File: src/rtl/gate_unit_arbiter.sv
// Arbitrates NREQ requesters onto one shared combinational gate unit: grant, execute, respond.
// Define GATE_ARB_RR_EN for round-robin arbitration; otherwise fixed priority (lowest index wins).
module gate_unit_arbiter #(
   parameter  int unsigned NREQ = 4,
   parameter  int unsigned W    = 8,
   localparam int unsigned IDW  = ($clog2(NREQ) > 1) ? $clog2(NREQ) : 1
) (
   input  logic              clk,
   input  logic              rst_n,
   input  logic [NREQ-1:0]   req,
   input  logic [3*NREQ-1:0] op,
   input  logic [W*NREQ-1:0] opa,
   input  logic [W*NREQ-1:0] opb,
   output logic [NREQ-1:0]   gnt,
   output logic              rsp_valid,
   output logic [IDW-1:0]    rsp_id,
   output logic [W-1:0]      rsp_data,
   output logic              rsp_err,
   output logic              busy,
   output logic [W-1:0]      gu_a,
   output logic [W-1:0]      gu_b,
   output logic [2:0]        gu_sel,
   input  logic [W-1:0]      gu_y
);

   localparam int unsigned SW = 3;
   localparam int unsigned CW = IDW + 1;
   localparam logic [SW-1:0] OP_RSVD = 3'd7;

   typedef enum logic [1:0] {IDLE, EXEC, RESP} state_t;

   state_t            state_q, state_d;
   logic [NREQ-1:0]   gnt_d;
   logic              rsp_valid_d, rsp_err_d, busy_d;
   logic [IDW-1:0]    rsp_id_d, id_q, id_d;
   logic [W-1:0]      rsp_data_d, gu_a_d, gu_b_d;
   logic [SW-1:0]     gu_sel_d;

   logic              win_vld;
   logic [IDW-1:0]    win_id;
   logic [SW-1:0]     win_op;
   logic [W-1:0]      win_a, win_b;

`ifdef GATE_ARB_RR_EN
   logic [IDW-1:0]    ptr_q, ptr_d;

   // Round-robin search starting at ptr_q, wrapping at NREQ.
   always_comb begin
      logic [CW-1:0] cand;
      win_vld = 1'b0;
      win_id  = '0;
      cand    = '0;
      for (int unsigned i = 0; i < NREQ; i++) begin
         cand = {1'b0, ptr_q} + CW'(i);
         if (cand >= CW'(NREQ)) cand = cand - CW'(NREQ);
         if (!win_vld && req[cand[IDW-1:0]]) begin
            win_vld = 1'b1;
            win_id  = cand[IDW-1:0];
         end
      end
   end
`else
   // Fixed priority: lowest requesting index wins.
   always_comb begin
      win_vld = 1'b0;
      win_id  = '0;
      for (int unsigned i = 0; i < NREQ; i++) begin
         if (!win_vld && req[IDW'(i)]) begin
            win_vld = 1'b1;
            win_id  = IDW'(i);
         end
      end
   end
`endif

   // Operand mux for the winning requester.
   always_comb begin
      win_op = '0;
      win_a  = '0;
      win_b  = '0;
      for (int unsigned i = 0; i < NREQ; i++) begin
         if (win_id == IDW'(i)) begin
            win_op = op[SW*i +: SW];
            win_a  = opa[W*i +: W];
            win_b  = opb[W*i +: W];
         end
      end
   end

   // Next-state and next-output logic; gu_* double as the operand latch.
   always_comb begin
      state_d     = state_q;
      id_d        = id_q;
      gnt_d       = '0;
      rsp_valid_d = 1'b0;
      rsp_id_d    = rsp_id;
      rsp_data_d  = rsp_data;
      rsp_err_d   = rsp_err;
      busy_d      = 1'b0;
      gu_a_d      = '0;
      gu_b_d      = '0;
      gu_sel_d    = '0;
`ifdef GATE_ARB_RR_EN
      ptr_d       = ptr_q;
`endif
      case (state_q)
         IDLE: begin
            if (win_vld) begin
               state_d  = EXEC;
               id_d     = win_id;
               gnt_d    = NREQ'(1) << win_id;
               gu_a_d   = win_a;
               gu_b_d   = win_b;
               gu_sel_d = win_op;
               busy_d   = 1'b1;
`ifdef GATE_ARB_RR_EN
               ptr_d    = (win_id == IDW'(NREQ - 1)) ? '0 : win_id + IDW'(1);
`endif
            end
         end
         EXEC: begin
            state_d     = RESP;
            rsp_valid_d = 1'b1;
            rsp_id_d    = id_q;
            rsp_err_d   = (gu_sel == OP_RSVD);
            rsp_data_d  = rsp_err_d ? '0 : gu_y;
            busy_d      = 1'b1;
         end
         RESP: begin
            state_d = IDLE;
         end
         default: begin
            state_d = IDLE;
         end
      endcase
   end

   // State and output registers.
   always_ff @(posedge clk or negedge rst_n) begin
      if (!rst_n) begin
         state_q   <= IDLE;
         id_q      <= '0;
         gnt       <= '0;
         rsp_valid <= 1'b0;
         rsp_id    <= '0;
         rsp_data  <= '0;
         rsp_err   <= 1'b0;
         busy      <= 1'b0;
         gu_a      <= '0;
         gu_b      <= '0;
         gu_sel    <= '0;
`ifdef GATE_ARB_RR_EN
         ptr_q     <= '0;
`endif
      end else begin
         state_q   <= state_d;
         id_q      <= id_d;
         gnt       <= gnt_d;
         rsp_valid <= rsp_valid_d;
         rsp_id    <= rsp_id_d;
         rsp_data  <= rsp_data_d;
         rsp_err   <= rsp_err_d;
         busy      <= busy_d;
         gu_a      <= gu_a_d;
         gu_b      <= gu_b_d;
         gu_sel    <= gu_sel_d;
`ifdef GATE_ARB_RR_EN
         ptr_q     <= ptr_d;
`endif
      end
   end

endmodule

File: config.mk
export PLATFORM = sky130hd
export DESIGN_NAME = gate_unit_arbiter
export DESIGN_NICKNAME = d
export VERILOG_FILES = /design/src/rtl/gate_unit_arbiter.sv
export SDC_FILE = /design/constraint.sdc
export NUM_CORES = 1
export LEC_CHECK = 0
export CAP_MARGIN = 10
export CORE_UTILIZATION = 35
export CTS_BUF_LIST = sky130_fd_sc_hd__clkbuf_4 sky130_fd_sc_hd__clkbuf_8 sky130_fd_sc_hd__clkbuf_16
export DETAILED_ROUTE_END_ITERATION = 10
export HOLD_SLACK_MARGIN = 0.12
export PLACE_DENSITY = 0.85
export SYNTH_ARGS = -nofsm -noshare
export SYNTH_HDL_FRONTEND = slang
export SYNTH_SLANG_ARGS = --single-unit
File: constraint.sdc
create_clock -name clk -period 1.65 [get_ports clk]
set_input_delay 0.165 -clock clk [delete_from_list [all_inputs] [get_ports clk]]
set_output_delay 0.165 -clock clk [all_outputs]
set_load 0.1 [all_outputs]
==> flow_summary.toml <==
[synth]
yosys.cell_types.count = 27
seq_area_frac_synth = 0.459
synth_area_mm2 = 0.00218
ys_ff_latch = 40
netlist_instances = 215
syn_nets = 305
ys_top_cells_by_area = "dfrtp_1 (46%), a211oi_2 (11%), a311o_1 (8.7%)"
synth_top_area_cell = "dfrtp_1"
yosysTopAreaCellShare = 0.459
yosysWarningCount = 0
postSynthAreaPerCell_um2 = 10.1

[clock_network]
cts_tree = "yes"
h-tree-depth = 2
clock_latency_ps = 290
cts_num_sinks = 40
cts_buffers = 5
cts_root_buffer = "clkbuf_8"
ctsResizeCount = 0
path_clk_slew_ps = 80
clk_path_buf_depth = 2

[sta]
period_share = 0.873
min_period_ps = 1440
tightestPinTransition_ps = 510
fmax_mhz = 694
maxSlewViolCount = 0
worst_hold_slack_ps = 457
rsz0062_at_grt = "no"
skew_ps = 6.31
finalSetupViolCount = 0
maxSlewHeadroom = 0.660
timing.final.hold_violations = 0

[global_routing]
antenna_found_initial = 0
globalRoute.totalOverflow = 0
grtUsageTotal = 0.214
grt_first_pass_wirelength_um = 10500
grt_pass1_vias = 2217
grt_max_degree = 41

[floorplanning]
die_x_um = 81.0
die-area_mm2 = 0.00655
placementRows = 28
io_pins = 126
core_mm2 = 0.00596
start_util = 0.366
die_y_um = 81.0

[worst_setup_path]
r2r_end = "rsp_data[4]"
cp-end-kind = "flip-flop"
rrSetupSlack_ps = 270
crit_chain = "clkdlybuf4s50_1 -> buf_4 -> nor2_1 -> a211o_1 -> buf_4 -> a211oi_2"
slowest_stage = "clkdlybuf4s50_1"
crit_type = "input port to flip-flop"
cp_data_arrival_time_ps = 1650
slowest_delay_ps = 530
r2r_cells = 3
crit-reg2reg-launch = "state_q[1]"
cpMostUsedCell = "buf_4"
required_ps = 1860
startpoint_type = "input port"
crit_path_max_fanout = 10

[finish]
seq_area_mm2 = 0.00100
antenna_cells = 0
drive_gt1_frac = 0.291
design_area_mm2 = 0.00391
area_growth_pct = 79.4
fin_nets = 439
multi_input_area_mm2 = 0.00105
fill_cells = 481

[run]
max_cap_viol_count = 0

[place]
finalWeightedCongestion = 0.753
io_buffers = 125
dpl.hpwl_um = 5200
placed_area_mm2 = 0.00379

[power_and_ir_drop]
p_leak_nw = 1.66
ir_worst_vdd_v = 0.00138
p_per_area_mw_per_mm2 = 1780

[detailed_routing]
final_antenna_net_count = 0
vias = 2207
wl_met1_um = 2530
drc = 0
wl_met2_um = 3550
via_per_inst = 5.19
dr.max_layer_used = "met4"
route.met3.wl_um = 504
dr.pass1.iters = 4
drt_wl_total_um = 6700
drt_iter0_markers = 65
route.detailed.wl_per_inst_um = 15.8

[outcome]
status = "finished clean"

[min_path]
hp-class = "input port to async pin"
==> cell families (layout without fill, tap and decap cells) <==
| family | after synthesis | count (layout) | share of synthesized area |
|---|---|---|---|
| buffers and inverters | 26 | 161 | 0.0585 |
| AND/OR/NAND/NOR | 78 | 78 | 0.187 |
| multiplexers | 1 | 1 | 0.00516 |
| AO/OA/AOI/OAI | 70 | 70 | 0.291 |
| flip-flops | 40 | 40 | 0.459 |
==> power breakdown <==
part	internal, mW	leakage [nW]	switching (mW)
Combinational	1.51	1.09	2.99
Clock	0.465	0.0586	0.339
Sequential	1.34	0.513	0.310
Total	3.31	1.66	3.64
==> stage by stage <==
| stage | cells | TNS, ps | utilization | power, mW | worst slack [ps] |
|---|---|---|---|---|---|
| 6_report | 425 | 0 | 0.657 | 6.95 | 210 |
| 5_1_grt | 425 | 0 | 0.657 | 7.23 | 149 |
| 4_1_cts | 425 | 0 | 0.657 | 7.01 | 207 |
| 3_5_place_dp | 416 | -1160 | 0.637 | 6.18 | -90.1 |
| 3_3_place_gp | 416 | -628 | 0.637 | 6.12 | -48.1 |
| 2_1_floorplan | 215 | 0 | - | 4.49 | 33.7 |
==> area by class of cell <==
cell class / count / share of cell area
repair buffers: 149 / 0.419
multi-input cells: 149 / 0.269
flip-flops and latches: 40 / 0.256
well taps: 75 / 0.0240
clock buffers: 6 / 0.0195
clock inverters: 2 / 0.00895
inverters: 4 / 0.00384
==> worst max-delay path by stage <==
stage	startpoint	end	slack, ps	depth (start not counted)
6_report	req[1]	gu_b[0]	210	6
5_1_grt	req[1]	gu_sel[2]	150	6
4_1_cts	req[1]	gu_b[0]	210	6
3_5_place_dp	req[1]	gu_b[0]	-90	6
3_3_place_gp	req[1]	gu_sel[0]	-50	6
2_1_floorplan	gu_sel[0]	rsp_data[0]	30	2
==> what timing repair did <==
action / in CTS / in global routing
hold buffers: 1 / 0
hold endpoints to repair: 40 / 0
buffers inserted: 0 / 0
==> worst max-delay path: cells and delay by family <==
family / cells / cell delay, ps
compound gates: 2 / 500
simple gates: 1 / 60
buf+inv: 3 / 920
==> layer usage <==
layer / GRT usage / vias to the layer above
li1: - / 1039
met1: 0.247 / 1069
met2: 0.370 / 87
met3: 0.0685 / 12
met4: 0.0768 / 0
met5: 0 / -
==> Yosys cell counts <==
cell type and count:
buf_2 6, a211oi_2 19, inv_2 2, nor3_1 3, or4b_1 1, a21oi_1 2, a22o_1 8, buf_6 3
mux2_1 1, nor2b_1 19, and2_1 1, nand2b_4 1, nor2_1 14, clkbuf_1 13, nor2_2 10, inv_1 2
a311o_1 19, nand2b_1 1, o21ai_0 19, o32a_1 1, nand2_1 25, dfrtp_1 40, and3_1 1, a31oi_2 1
nor4_1 1, a211o_1 1, nor3_4 1
==> cells in the final DEF (no fill, tap or decap), types with 14 or more instances in the layout <==
cell type        netlist  routed
nand2_1               25      25
buf_12                 0      24
a311o_1               19      19
nor2_1                14      14
buf_4                  0      35
clkdlybuf4s50_1        0      88
a211oi_2              19      19
o21ai_0               19      19
nor2b_1               19      19
dfrtp_1               40      40
==> state kept, by name, summed over array words and instances (netlist names), 2 cells and up <==
register  flops
gu_b          8
rsp_data      8
state_q       2
gnt           4
gu_sel        3
id_q          2
rsp_id        2
gu_a          8
Note: power is estimated with default switching activity, not from simulation.
